## src/rtl/uart_port_pkg.sv

```systemverilog
`default_nettype none
// +-----------------------------------------------------------------------+
// | uart_port_pkg                                                         |
// | Register map codes, STATUS/CTRL field positions and FSM state types. |
// | Rev 1.0 - initial release                                             |
// +-----------------------------------------------------------------------+
package uart_port_pkg;

  localparam logic [1:0] c_ADDR_DATA   = 2'd0;
  localparam logic [1:0] c_ADDR_STATUS = 2'd1;
  localparam logic [1:0] c_ADDR_BAUD   = 2'd2;
  localparam logic [1:0] c_ADDR_CTRL   = 2'd3;

  localparam int c_ST_TX_NFULL  = 0;
  localparam int c_ST_TX_EMPTY  = 1;
  localparam int c_ST_RX_NEMPTY = 2;
  localparam int c_ST_RX_FULL   = 3;
  localparam int c_ST_STICKY_LO = 4;
  localparam int c_ST_LEVEL     = 8;
  localparam int c_ST_TX_BUSY   = 9;
  localparam int c_ST_RX_BUSY   = 10;

  localparam int c_CTRL_STOP2 = 2;
  localparam int c_CTRL_LOOP  = 3;

  localparam logic [1:0] c_PAR_EVEN = 2'b01;
  localparam logic [1:0] c_PAR_ODD  = 2'b10;

  typedef enum logic [2:0] {
    TX_IDLE, TX_START, TX_DATA, TX_PARITY, TX_STOP
  } tx_state_t;

  typedef enum logic [2:0] {
    RX_IDLE, RX_START, RX_DATA, RX_PARITY, RX_STOP, RX_WAIT_HIGH
  } rx_state_t;

  function automatic logic par_enabled(input logic [1:0] mode);
    return (mode == c_PAR_EVEN) || (mode == c_PAR_ODD);
  endfunction

endpackage
`default_nettype wire

```

## src/rtl/uart_port_fifo_sync.sv

```systemverilog
`default_nettype none
// +-----------------------------------------------------------------------+
// | fifo_sync                                                             |
// | Synchronous first-word-fall-through FIFO with full/empty/count.      |
// | Rev 1.0 - initial release                                             |
// +-----------------------------------------------------------------------+
module fifo_sync #(
  parameter int WIDTH = 8,
  parameter int DEPTH = 16
) (
  input  logic                     clk,
  input  logic                     rst,
  input  logic                     push,
  input  logic [WIDTH-1:0]         din,
  input  logic                     pop,
  output logic [WIDTH-1:0]         dout,
  output logic                     full,
  output logic                     empty,
  output logic [$clog2(DEPTH):0]   count
);
  localparam int c_AW = $clog2(DEPTH);
  localparam logic [c_AW:0] c_FULL = DEPTH[c_AW:0];

  logic [WIDTH-1:0] r_mem [DEPTH];
  logic [c_AW-1:0]  r_wr_ptr;
  logic [c_AW-1:0]  r_rd_ptr;
  logic [c_AW:0]    r_count;
  logic             w_do_push;
  logic             w_do_pop;

  // A push into a full FIFO is accepted only when a pop frees a slot in the same cycle
  assign w_do_pop  = pop && (r_count != '0);
  assign w_do_push = push && ((r_count != c_FULL) || w_do_pop);

  always_ff @(posedge clk) begin
    if (w_do_push) r_mem[r_wr_ptr] <= din;
  end

  always_ff @(posedge clk) begin
    if (rst) begin
      r_wr_ptr <= '0;
      r_rd_ptr <= '0;
      r_count  <= '0;
    end else begin
      if (w_do_push) r_wr_ptr <= r_wr_ptr + 1'b1;
      if (w_do_pop)  r_rd_ptr <= r_rd_ptr + 1'b1;
      if (w_do_push && !w_do_pop)      r_count <= r_count + 1'b1;
      else if (!w_do_push && w_do_pop) r_count <= r_count - 1'b1;
    end
  end

  assign dout  = r_mem[r_rd_ptr];
  assign full  = (r_count == c_FULL);
  assign empty = (r_count == '0);
  assign count = r_count;

endmodule
`default_nettype wire

```

## src/rtl/uart_port.sv

```systemverilog
`default_nettype none
// +-----------------------------------------------------------------------+
// | uart_port                                                             |
// | Register-mapped UART: FIFOs, parity, 1/2 stop bits, loopback, irq.   |
// | Rev 1.0 - initial release                                             |
// +-----------------------------------------------------------------------+
module uart_port #(
  parameter int CLOCK_FREQUENCY = 50_000_000,
  parameter int BAUD_RATE       = 115200,
  parameter int DEFAULT_DIV     = CLOCK_FREQUENCY / (BAUD_RATE * 4),
  parameter int DATA_BITS       = 8,
  parameter int TX_DEPTH        = 16,
  parameter int RX_DEPTH        = 16,
  parameter int RX_THRESH       = 8
) (
  input  logic        clk,
  input  logic        rst,
  input  logic        sel,
  input  logic        we,
  input  logic [1:0]  addr,
  input  logic [15:0] wdata,
  output logic [15:0] rdata,
  output logic        rd_valid,
  input  logic        rx,
  output logic        tx,
  output logic        irq
);
  import uart_port_pkg::*;

  localparam int c_TXW = $clog2(TX_DEPTH);
  localparam int c_RXW = $clog2(RX_DEPTH);
  localparam logic [15:0]  c_RESET_DIV = DEFAULT_DIV[15:0];
  localparam logic [2:0]   c_LAST_BIT  = 3'(DATA_BITS - 1);
  localparam logic [c_RXW:0] c_RX_THRESH = RX_THRESH[c_RXW:0];

  logic [7:0]  r_ctrl;
  logic [15:0] r_baud;
  logic [3:0]  r_sticky;
  logic        w_wr, w_rd, w_cpu_pop;
  logic [15:0] w_status;
  logic [3:0]  w_set, w_clr;

  logic                 w_tx_push, w_tx_pop, w_tx_full, w_tx_empty, w_tx_ovf;
  logic [DATA_BITS-1:0] w_tx_dout;
  logic [c_TXW:0]       w_tx_count;
  logic                 w_rx_push, w_rx_full, w_rx_empty, w_rx_ovf, w_rx_perr, w_rx_ferr;
  logic [DATA_BITS-1:0] w_rx_dout;
  logic [c_RXW:0]       w_rx_count;

  assign w_wr      = sel && we;
  assign w_rd      = sel && !we;
  assign w_tx_push = w_wr && (addr == c_ADDR_DATA);
  assign w_cpu_pop = w_rd && (addr == c_ADDR_DATA);
  assign w_tx_ovf  = w_tx_push && w_tx_full && !w_tx_pop;
  assign w_rx_ovf  = w_rx_push && w_rx_full && !w_cpu_pop;

  fifo_sync #(.WIDTH(DATA_BITS), .DEPTH(TX_DEPTH)) u_tx_fifo (
    .clk(clk), .rst(rst), .push(w_tx_push), .din(wdata[DATA_BITS-1:0]), .pop(w_tx_pop),
    .dout(w_tx_dout), .full(w_tx_full), .empty(w_tx_empty), .count(w_tx_count)
  );

  // ---------------- transmitter ----------------
  tx_state_t            r_tx_state;
  logic                 r_tx;
  logic [15:0]          r_tx_div, r_tx_cnt;
  logic [1:0]           r_tx_q;
  logic [2:0]           r_tx_idx;
  logic [DATA_BITS-1:0] r_tx_shift;
  logic                 r_tx_par, r_tx_par_en, r_tx_stop2, r_tx_stop_idx;
  logic                 w_tx_tick, w_tx_bit_end, w_tx_last_stop;

  assign w_tx_tick      = (r_tx_cnt == r_tx_div - 16'd1);
  assign w_tx_bit_end   = w_tx_tick && (r_tx_q == 2'd3);
  assign w_tx_last_stop = (r_tx_state == TX_STOP) && w_tx_bit_end && (!r_tx_stop2 || r_tx_stop_idx);
  // Loading straight out of the last stop bit keeps consecutive frames gap-free
  assign w_tx_pop       = (w_tx_count != '0) && ((r_tx_state == TX_IDLE) || w_tx_last_stop);

  always_ff @(posedge clk) begin
    if (rst) begin
      r_tx_state <= TX_IDLE;
      r_tx <= 1'b1;
      r_tx_div <= c_RESET_DIV;
      r_tx_cnt <= '0;
      r_tx_q <= '0;
      r_tx_idx <= '0;
      r_tx_shift <= '0;
      r_tx_par <= 1'b0;
      r_tx_par_en <= 1'b0;
      r_tx_stop2 <= 1'b0;
      r_tx_stop_idx <= 1'b0;
    end else if (w_tx_pop) begin
      r_tx_state <= TX_START;
      r_tx <= 1'b0;
      r_tx_shift <= w_tx_dout;
      r_tx_div <= r_baud;
      r_tx_cnt <= '0;
      r_tx_q <= '0;
      r_tx_par <= (^w_tx_dout) ^ (r_ctrl[1:0] == c_PAR_ODD);
      r_tx_par_en <= par_enabled(r_ctrl[1:0]);
      r_tx_stop2 <= r_ctrl[c_CTRL_STOP2];
      r_tx_stop_idx <= 1'b0;
    end else if (r_tx_state != TX_IDLE) begin
      r_tx_cnt <= w_tx_tick ? 16'd0 : r_tx_cnt + 16'd1;
      if (w_tx_tick) r_tx_q <= r_tx_q + 2'd1;
      if (w_tx_bit_end) begin
        case (r_tx_state)
          TX_START: begin
            r_tx_state <= TX_DATA;
            r_tx <= r_tx_shift[0];
            r_tx_idx <= '0;
          end
          TX_DATA: begin
            if (r_tx_idx == c_LAST_BIT) begin
              r_tx_state <= r_tx_par_en ? TX_PARITY : TX_STOP;
              r_tx <= r_tx_par_en ? r_tx_par : 1'b1;
            end else begin
              r_tx_idx <= r_tx_idx + 3'd1;
              r_tx_shift <= r_tx_shift >> 1;
              r_tx <= r_tx_shift[1];
            end
          end
          TX_PARITY: begin
            r_tx_state <= TX_STOP;
            r_tx <= 1'b1;
          end
          TX_STOP: begin
            if (r_tx_stop2 && !r_tx_stop_idx) r_tx_stop_idx <= 1'b1;
            else r_tx_state <= TX_IDLE;
          end
          default: r_tx_state <= TX_IDLE;
        endcase
      end
    end
  end

  assign tx = r_tx;

  // ---------------- receiver ----------------
  rx_state_t            r_rx_state;
  logic                 r_rx_s1, r_rx_s2;
  logic [15:0]          r_rx_div, r_rx_cnt;
  logic [1:0]           r_rx_q;
  logic [2:0]           r_rx_idx;
  logic [DATA_BITS-1:0] r_rx_shift;
  logic                 r_rx_par_bit, r_rx_par_en, r_rx_par_odd;
  logic                 w_rx_in, w_rx_tick, w_rx_sample, w_rx_bit_end;

  assign w_rx_in      = r_ctrl[c_CTRL_LOOP] ? r_tx : r_rx_s2;
  assign w_rx_tick    = (r_rx_cnt == r_rx_div - 16'd1);
  assign w_rx_sample  = w_rx_tick && (r_rx_q == 2'd1);
  assign w_rx_bit_end = w_rx_tick && (r_rx_q == 2'd3);
  assign w_rx_push    = (r_rx_state == RX_STOP) && w_rx_sample && w_rx_in;
  assign w_rx_ferr    = (r_rx_state == RX_STOP) && w_rx_sample && !w_rx_in;
  assign w_rx_perr    = w_rx_push && r_rx_par_en && (((^r_rx_shift) ^ r_rx_par_bit) != r_rx_par_odd);

  always_ff @(posedge clk) begin
    if (rst) begin
      r_rx_state <= RX_IDLE;
      r_rx_s1 <= 1'b1;
      r_rx_s2 <= 1'b1;
      r_rx_div <= c_RESET_DIV;
      r_rx_cnt <= '0;
      r_rx_q <= '0;
      r_rx_idx <= '0;
      r_rx_shift <= '0;
      r_rx_par_bit <= 1'b0;
      r_rx_par_en <= 1'b0;
      r_rx_par_odd <= 1'b0;
    end else begin
      r_rx_s1 <= rx;
      r_rx_s2 <= r_rx_s1;
      case (r_rx_state)
        RX_IDLE: begin
          if (!w_rx_in) begin
            r_rx_state <= RX_START;
            r_rx_cnt <= '0;
            r_rx_q <= '0;
            r_rx_div <= r_baud;
            r_rx_par_en <= par_enabled(r_ctrl[1:0]);
            r_rx_par_odd <= (r_ctrl[1:0] == c_PAR_ODD);
          end
        end
        RX_WAIT_HIGH: if (w_rx_in) r_rx_state <= RX_IDLE;
        default: begin
          r_rx_cnt <= w_rx_tick ? 16'd0 : r_rx_cnt + 16'd1;
          if (w_rx_tick) r_rx_q <= r_rx_q + 2'd1;
          case (r_rx_state)
            RX_START: begin
              if (w_rx_sample && w_rx_in) r_rx_state <= RX_IDLE;
              else if (w_rx_bit_end) begin
                r_rx_state <= RX_DATA;
                r_rx_idx <= '0;
              end
            end
            RX_DATA: begin
              if (w_rx_sample) r_rx_shift <= {w_rx_in, r_rx_shift[DATA_BITS-1:1]};
              if (w_rx_bit_end) begin
                if (r_rx_idx == c_LAST_BIT) r_rx_state <= r_rx_par_en ? RX_PARITY : RX_STOP;
                else r_rx_idx <= r_rx_idx + 3'd1;
              end
            end
            RX_PARITY: begin
              if (w_rx_sample) r_rx_par_bit <= w_rx_in;
              if (w_rx_bit_end) r_rx_state <= RX_STOP;
            end
            // Resolve at mid first-stop so the next start edge is never missed
            RX_STOP: if (w_rx_sample) r_rx_state <= w_rx_in ? RX_IDLE : RX_WAIT_HIGH;
            default: r_rx_state <= RX_IDLE;
          endcase
        end
      endcase
    end
  end

  fifo_sync #(.WIDTH(DATA_BITS), .DEPTH(RX_DEPTH)) u_rx_fifo (
    .clk(clk), .rst(rst), .push(w_rx_push), .din(r_rx_shift), .pop(w_cpu_pop),
    .dout(w_rx_dout), .full(w_rx_full), .empty(w_rx_empty), .count(w_rx_count)
  );

  // ---------------- register file ----------------
  always_comb begin
    w_status = '0;
    w_status[c_ST_TX_NFULL]  = !w_tx_full;
    w_status[c_ST_TX_EMPTY]  = w_tx_empty;
    w_status[c_ST_RX_NEMPTY] = !w_rx_empty;
    w_status[c_ST_RX_FULL]   = w_rx_full;
    w_status[c_ST_STICKY_LO +: 4] = r_sticky;
    w_status[c_ST_LEVEL]     = (w_rx_count >= c_RX_THRESH);
    w_status[c_ST_TX_BUSY]   = (r_tx_state != TX_IDLE);
    w_status[c_ST_RX_BUSY]   = (r_rx_state != RX_IDLE);
  end

  assign w_set = {w_tx_ovf, w_rx_ovf, w_rx_perr, w_rx_ferr};
  assign w_clr = (w_wr && (addr == c_ADDR_STATUS)) ? wdata[7:4] : 4'h0;

  always_ff @(posedge clk) begin
    if (rst) begin
      rdata <= '0;
      rd_valid <= 1'b0;
      r_ctrl <= '0;
      r_baud <= c_RESET_DIV;
      r_sticky <= '0;
      irq <= 1'b0;
    end else begin
      rd_valid <= w_rd;
      if (w_rd) begin
        case (addr)
          c_ADDR_DATA:   rdata <= w_rx_empty ? 16'h0000 : {7'b0, 1'b1, 8'(w_rx_dout)};
          c_ADDR_STATUS: rdata <= w_status;
          c_ADDR_BAUD:   rdata <= r_baud;
          default:       rdata <= {8'h00, r_ctrl};
        endcase
      end
      if (w_wr && (addr == c_ADDR_BAUD)) r_baud <= (wdata == 16'h0000) ? 16'h0001 : wdata;
      if (w_wr && (addr == c_ADDR_CTRL)) r_ctrl <= wdata[7:0];
      r_sticky <= (r_sticky & ~w_clr) | w_set;
      irq <= |(r_ctrl[7:4] & {|r_sticky, w_status[c_ST_LEVEL], w_tx_empty, !w_rx_empty});
    end
  end

endmodule
`default_nettype wire
```

## config.mk

```make
export PLATFORM = sky130hd
export DESIGN_NAME = uart_port
export DESIGN_NICKNAME = d
export VERILOG_FILES = /design/src/rtl/uart_port_pkg.sv /design/src/rtl/uart_port_fifo_sync.sv /design/src/rtl/uart_port.sv
export SDC_FILE = /design/constraint.sdc
export NUM_CORES = 1
export LEC_CHECK = 0
export ABC_AREA = 0
export BUFFER_PORTS_ARGS = -buffer_cell sky130_fd_sc_hd__buf_2
export CAP_MARGIN = 20
export CORE_UTILIZATION = 25
export CTS_CLUSTER_DIAMETER = 100
export DETAILED_ROUTE_END_ITERATION = 8
export GPL_TIMING_DRIVEN = 0
export PLACE_DENSITY_LB_ADDON = 0.12
export SYNTH_ARGS = -nofsm -noshare
export SYNTH_HDL_FRONTEND = slang
export SYNTH_SLANG_ARGS = --single-unit
```

## constraint.sdc

```tcl
create_clock -name clk -period 4.3 [get_ports clk]
set_input_delay 1.075 -clock clk [delete_from_list [all_inputs] [get_ports clk]]
set_output_delay 1.075 -clock clk [all_outputs]
set_load 0.02 [all_outputs]
```

# ---- Word-level counts from Yosys, hierarchy flattened
# Memories as Yosys holds them, arrays and structs flattened. A register that Yosys moved wholly into a read port is not among the register bits.
# Index checks and enable logic that the tools add are counted.
dict set report word_totals {
  register_bits 178
  latch_bits 0
  mem_bits_rw 256
  mem_bits_ro 0
  n_memories 2
}
dict set report op_classes {
  addsub 16
  mul 0
  n_div 0
  n_lt_le_gt_ge 1
  n_eq_ne 43
  shift 0
  muxes 61
  bitwise 10
  n_reduce_logical 88
}
# memory words word_bits read_ports rd_ports_with_merged_regs write_ports line
set memory_table {}
lappend memory_table {u_rx_fifo.r_mem 16 8 1 1 1 uart_port_fifo_sync.sv:24} ;# logic [WIDTH-1:0] r_mem [DEPTH];
lappend memory_table {u_tx_fifo.r_mem 16 8 1 1 1 uart_port_fifo_sync.sv:24}
# cell count
set op_table {}
lappend op_table {{$mux W16} 4}
lappend op_table {{$mux W3} 18}
lappend op_table {{$pmux W16 S3} 1}
lappend op_table {{$mux W8} 5}
lappend op_table {{$add A16 B1 Y16 const B} 2}
lappend op_table {{$eq A16 B16 Y1} 2}
lappend op_table {{$logic_and A1 B1 Y1} 32}
lappend op_table {{$pmux W16 S2} 1}
lappend op_table {{$sub A16 B1 Y16 const B} 2}
lappend op_table {{$pmux W3 S4} 2}
lappend op_table {{$mux W4} 5}
lappend op_table {{$mux W5} 4}
lappend op_table {{$ne A2 B2 Y1 const B} 9}
lappend op_table {{$pmux W3 S2} 3}
lappend op_table {{$add A4 B1 Y4 const B} 4}
lappend op_table {{$logic_not A16 Y1} 1}
lappend op_table {{$reduce_and A4 Y1} 4}
lappend op_table {{$reduce_bool A2 Y1} 8}
lappend op_table {{$reduce_xor A8 Y1} 2}
lappend op_table {{$eq A3 B3 Y1 const B} 5}
lappend op_table {{$ne A5 B5 Y1 const B} 3}
lappend op_table {{$mux W1} 13}
lappend op_table {{$eq A3 B2 Y1 const B} 4}
lappend op_table {{$logic_not A1 Y1} 12}
lappend op_table {{37 further kinds} 73}

# ---- Depth between registers and ports, before layout
dict set report logic_depth {
  word_depth 14
  mapped_depth 22
}

# ---- Modules after synthesis
# From an unflattened synthesis, not the netlist that was laid out.
dict set report unflattened {
  cells_unflattened 1593
  area_unflattened_um2 19397.4
}
# module instances cells_each area_per_inst_um2 seq_area_each_um2
set modules_own_cells {}
lappend modules_own_cells {fifo_sync 2 307 5775.5 4184.0}
lappend modules_own_cells {uart_port 1 979 7846.3 3042.9}

# ---- Worst setup path before layout
# Ideal clock, no wire load.
dict set report synth_path {
  path_type {reg-to-reg}
  start {reg r_rx_div[0]}
  end {reg u_rx_fifo.r_count[4] (netlist: u_rx_fifo.count[4])}
  arrival_ps 4396
  required_time_ps 4230
  setup_slack_ps -166
  stages_incl_launch_ff 21
  period_less_slack_ps 4466
  path_cell_list {dfxtp_1 -> inv_1 -> ha_1 -> or4b_1 -> clkbuf_1 -> o31a_1 -> or4_1 -> and3_1 -> nor4bb_1 -> buf_2 -> and3_1 -> buf_4 -> buf_4 -> ha_1 -> inv_1 -> fa_1 -> a21o_1 -> a21oi_1 -> xnor2_1 -> or3_1 -> a21oi_1}
}
dict set report synth_via {
  elab_chain_cells 9
  elab_cells_between_ends 11
  classes_between {add/sub: 1; eq/ne: 1; mux: 1; reduce/logical: 8}
}
# element line
set synth_rtl {}
lappend synth_rtl {{start, declared} uart_port.sv:141} ;# logic [15:0] r_rx_div, r_rx_cnt;
lappend synth_rtl {{start signal, assigned} uart_port.sv:161} ;# r_rx_div <= c_RESET_DIV;
lappend synth_rtl {{start signal, assigned} uart_port.sv:178} ;# r_rx_div <= r_baud;
lappend synth_rtl {{$sub A16 B1 Y16 (*)} uart_port.sv:149} ;# assign w_rx_tick = (r_rx_cnt == r_rx_div - 16'd1);
lappend synth_rtl {{$eq A16 B16 Y1 (*)} uart_port.sv:149}
lappend synth_rtl {{$logic_and A1 B1 Y1 (*)} uart_port.sv:150} ;# assign w_rx_sample = w_rx_tick && (r_rx_q == 2'd1);
lappend synth_rtl {{$logic_and A1 B1 Y1 (*) (2 in series)} uart_port.sv:152} ;# assign w_rx_push = (r_rx_state == RX_STOP) && w_rx_sample && w_rx_in;
lappend synth_rtl {{$logic_and A1 B1 Y1 (*)} uart_port_fifo_sync.sv:33} ;# assign w_do_push = push && ((r_count != c_FULL) || w_do_pop);
lappend synth_rtl {{named net u_rx_fifo.w_do_push} uart_port_fifo_sync.sv:28} ;# logic w_do_push;
lappend synth_rtl {{$logic_not A1 Y1} uart_port_fifo_sync.sv:48} ;# else if (!w_do_push && w_do_pop) r_count <= r_count - 1'b1;
lappend synth_rtl {{$logic_and A1 B1 Y1} uart_port_fifo_sync.sv:48}
lappend synth_rtl {{$reduce_bool A2 Y1 (no line)} n/a}
lappend synth_rtl {{end signal, assigned} uart_port_fifo_sync.sv:47} ;# if (w_do_push && !w_do_pop) r_count <= r_count + 1'b1;
lappend synth_rtl {{end signal, assigned} uart_port_fifo_sync.sv:48}
lappend synth_rtl {{end, declared} uart_port_fifo_sync.sv:27} ;# logic [c_AW:0] r_count;
# The timed path passes the listed nets; every way through them passes the cells marked *.
# A chain may end at the register's enable or synchronous reset.

# ---- Worst setup path in the final report
dict set report layout_path {
  start {reg r_tx_div[0]}
  end {reg u_tx_fifo.r_count[4] (netlist: u_tx_fifo.count[4])}
}
dict set report layout_via {
  elab_chain_cells 13
  elab_cells_between_ends 16
  classes_between {add/sub: 1; eq/ne: 1; mux: 1; reduce/logical: 13}
}
# element line
set layout_rtl {}
lappend layout_rtl {{start, declared} uart_port.sv:65} ;# logic [15:0] r_tx_div, r_tx_cnt;
lappend layout_rtl {{start signal, assigned} uart_port.sv:82} ;# r_tx_div <= c_RESET_DIV;
lappend layout_rtl {{start signal, assigned} uart_port.sv:95} ;# r_tx_div <= r_baud;
lappend layout_rtl {{$sub A16 B1 Y16 (*)} uart_port.sv:72} ;# assign w_tx_tick = (r_tx_cnt == r_tx_div - 16'd1);
lappend layout_rtl {{$eq A16 B16 Y1 (*)} uart_port.sv:72}
lappend layout_rtl {{$logic_and A1 B1 Y1 (*)} uart_port.sv:73} ;# assign w_tx_bit_end = w_tx_tick && (r_tx_q == 2'd3);
lappend layout_rtl {{$logic_and A1 B1 Y1 (*) (2 in series)} uart_port.sv:74} ;# assign w_tx_last_stop = (r_tx_state == TX_STOP) && w_tx_bit_end && (!r_tx_stop2 || r_tx_stop_idx);
lappend layout_rtl {{$logic_or A1 B1 Y1 (*)} uart_port.sv:76} ;# assign w_tx_pop = (w_tx_count != '0) && ((r_tx_state == TX_IDLE) || w_tx_last_stop);
lappend layout_rtl {{$logic_and A1 B1 Y1 (*)} uart_port.sv:76}
lappend layout_rtl {{$logic_and A1 B1 Y1 (*)} uart_port_fifo_sync.sv:32} ;# assign w_do_pop = pop && (r_count != '0);
lappend layout_rtl {{$logic_or A1 B1 Y1 (*)} uart_port_fifo_sync.sv:33}
lappend layout_rtl {{$logic_and A1 B1 Y1 (*)} uart_port_fifo_sync.sv:33}
lappend layout_rtl {{named net u_tx_fifo.w_do_push} uart_port_fifo_sync.sv:28}
lappend layout_rtl {{$logic_not A1 Y1} uart_port_fifo_sync.sv:48}
lappend layout_rtl {{$logic_and A1 B1 Y1} uart_port_fifo_sync.sv:48}
lappend layout_rtl {{$reduce_bool A2 Y1 (no line)} n/a}
lappend layout_rtl {{end signal, assigned} uart_port_fifo_sync.sv:47}
lappend layout_rtl {{end signal, assigned} uart_port_fifo_sync.sv:48}
lappend layout_rtl {{end, declared} uart_port_fifo_sync.sv:27}
# Marked as above.

==> flow_summary_export.csv <==
group,metric,value,unit
synthesis,synth-async-reset-ratio,0,
placement,place_congestion,0.811,
critical_path,r2r_cells,21,
clocking,ctsHoldBuffers,0,
critical_path,crit_type,"flip-flop to flip-flop",
synthesis,avgSynthCellArea,12.2,um2
routing,drc_errors,0,
power,fin_total_pwr,11.1,mW
critical_path,r2r_slack,0.06,ns
placement,pre_cts_slack,-1.14,ns
clocking,path_clk_slew,0.06,ns
run_status,status,"finished, final reports clean",
routing,ant_nets,0,
sta,hold_violations,0,
sta,rsz0062_at_grt,"yes",
synthesis,synth_nets,1654,
routing,drt_iter0_markers,733,
critical_path,crit_end,"u_tx_fifo.count[4]",
synthesis,synth_edf_count,256,
synthesis,synth_flop_cell,"edfxtp_1",
routing,wl_per_cell,20.4,um
sta,fin_crit_sh,0.987,
run,max_cap_violations,0,
clocking,cts_buffer_depth,3,
floorplan,pin_count,42,
routing,vias_per_cell,4.66,
critical_path,crit_arrival,4.78,ns
clocking,cts_inserted_buffers,50,
clocking,h-tree-depth,2,
sta,worst_slack,0.0574,ns
floorplan,fp.coreArea,77500,um2
clocking,cts_root_buf,"clkbuf_16",
placement,dp_hpwl,40000,um
synthesis,yosysTopAreaCellShare,0.393,
sta,max_clock_freq,0.236,GHz
global_route,grt_overflow,0,
floorplan,die_w,282,um
synthesis,yosys-top-cells-area,"edfxtp_1 (39%), dfxtp_1 (19%), mux4_2 (8.2%)",
power,ir_drop,0.290,mV
sta,relSlewSlack,0.320,
synthesis,ys_warn_count,0,
floorplan,die_area,79300,um2
sta,finClkSkew,0.0412,ns
global_route,grt_max_degree,21,
global_route,grt_pass1_vias,13049,
critical_path,cp_max_fo,10,
min_path,worstHoldPathType,"flip-flop to flip-flop",
floorplan,num_rows,102,
routing,wirelength,57000,um
global_route,grt_pass1_wl,85000,um
critical_path,worst_setup_path_start_kind,"flip-flop",
cells_and_area,layout-drive-gt1-share,0.170,
synthesis,synthesis.instances,1599,
cells_and_area,syn2layout_area_growth,18.3,%
min_path,min-delay-start,"r_rx_s1",
cells_and_area,n_antenna_cell,0,
sta,final-setup-viol-count,0,
synthesis,synth_area,19600,um2
floorplan,fp.dieH,282,um
clocking,tritoncts,"done",
routing,dr.pass1.iters,5,
placement,io_buffers,40,
global_route,antenna_found_initial,4,
critical_path,worstSetupEndpointType,"flip-flop",
power,power_density,479,nW/um2
power,p_leak,7.69,nW
synthesis,yosysSeqAreaShare,0.584,
floorplan,start_util,0.252,
critical_path,crit_required,4.84,ns
sta,slew_viol_final,0,
clocking,cts.sinks,442,
synthesis,synth_seq_cells,442,
sta,finalCriticalPeriod,4.24,ns
synthesis,yosys.area.top_type,"edfxtp_1",
cells_and_area,final_common_cell,"edfxtp_1",
synthesis,synth.distinct_cells,78,
critical_path,r2r-end,"u_tx_fifo.count[4]",
routing,vias,13010,
clocking,clock_latency,0.61,ns
cells_and_area,final_cell_mix,"edfxtp_1 (256), dfxtp_1 (182), nor2_1 (135), nand2_1 (132), a21oi_1 (101)",
cells_and_area,finish.net_count,1768,
global_route,groute.usage.overall,0.144,
sta,whs,0.413,ns
sta,tightest_slew,1.02,ns
critical_path,critPathLaunch,"r_tx_div[0]",
critical_path,r2r-start,"r_tx_div[0]",
worst min path at each step:
stage	end	cells after the start
floorplan	r_rx_s2	1
global placement	r_rx_s2	1
detailed placement	r_rx_s2	1
CTS	r_rx_s2	1
global route	r_rx_s2	1
finish	r_rx_s2	1
logic make-up after synthesis:
logic type,after synthesis,share of synthesized area
AOI/OAI and AO/OA,252,0.0815
xor gates and xnor gates,94,0.0428
adders and majority gates,32,0.0212
buffers and inverters,123,0.0264
DFF,442,0.584
muxes,107,0.101
and+or+nand+nor,549,0.144
where the power goes:
part	switching [mW]	internal, mW	leakage [nW]
sequential	0.152	4.58	3.85
clock	1.83	2.48	0.792
combinational	1.21	0.817	3.05
registers in the layout, summed over array words and instances, names as in the netlist, 8 cells and up, named ones only:
name             flops
r_baud              16
r_rx_cnt            16
u_rx_fifo.r_mem    128
r_ctrl               8
rdata               16
u_tx_fifo.r_mem    128
r_tx_shift           8
r_tx_div            16
r_tx_cnt            16
r_rx_shift           8
r_rx_div            16
what timing repair did:
item                                    4_1_cts  5_1_grt
endpoints found under the setup margin      140       23
gates resized for setup                      35       21
setup buffers                                14        7
pin swaps                                    11       12
worst max-delay path: stages, from the launching register on:
cell,delay (ns)
dfxtp_4,0.39
inv_1,0.05
ha_1,0.19
buf_6,0.14
nor4b_4,0.12
buf_4,0.16
xnor2_1,0.13
or4_1,0.49
a22oi_2,0.24
nor4b_4,0.24
buf_6,0.17
a211oi_4,0.09
nor2_4,0.14
buf_8,0.14
ha_4,0.16
inv_6,0.05
fa_2,0.39
a21o_1,0.18
a21oi_2,0.15
xnor2_1,0.09
or3_1,0.30
a21oi_1,0.14
stage by stage:
stage          setup TNS, ns  cell area (um2)   util  std cells
3_3_place_gp          -41.38            21100  0.272       2679
2_1_floorplan              0            19600      -       1599
4_1_cts                    0            23000  0.297       2786
5_1_grt               -0.196            23100  0.299       2793
6_report                   0            23100  0.299       2793
3_5_place_dp          -27.76            21200  0.273       2683
routing by layer:
| metal | up-vias | routed length, um | GRT usage |
|---|---|---|---|
| li1 | 6222 | - | - |
| met5 | - | 21 | 0 |
| met2 | 210 | 25500 | 0.224 |
| met1 | 6498 | 27800 | 0.205 |
| met4 | 4 | 1250 | 0.0417 |
| met3 | 76 | 2340 | 0.0235 |
cell usage after synthesis, drive strengths merged (14+ instances only):
cell type / instances
buf: 23
edfxtp: 256
ha: 30
and3: 41
nand2b: 15
a21oi: 105
nor2b: 21
clkbuf: 68
mux2i: 27
nand4: 20
a22oi: 21
xor2: 43
a211oi: 16
xnor2: 50
nand2: 132
o21ai: 38
nand3b: 14
nor2: 137
nand3: 52
inv: 32
dfxtp: 186
nor4: 19
mux4: 71
nor3: 38
layout make-up:
cell class | count | area, um2
plain buffers | 87 | 418
clock buffers | 65 | 1370
clock inverters | 27 | 256
fillers | 7893 | 54300
inverters | 32 | 136
multi-input cells | 1034 | 7810
flip-flops and latches | 442 | 11400
well taps | 1040 | 1300
repair buffers | 66 | 405
Power figures use the tool's default switching activity.
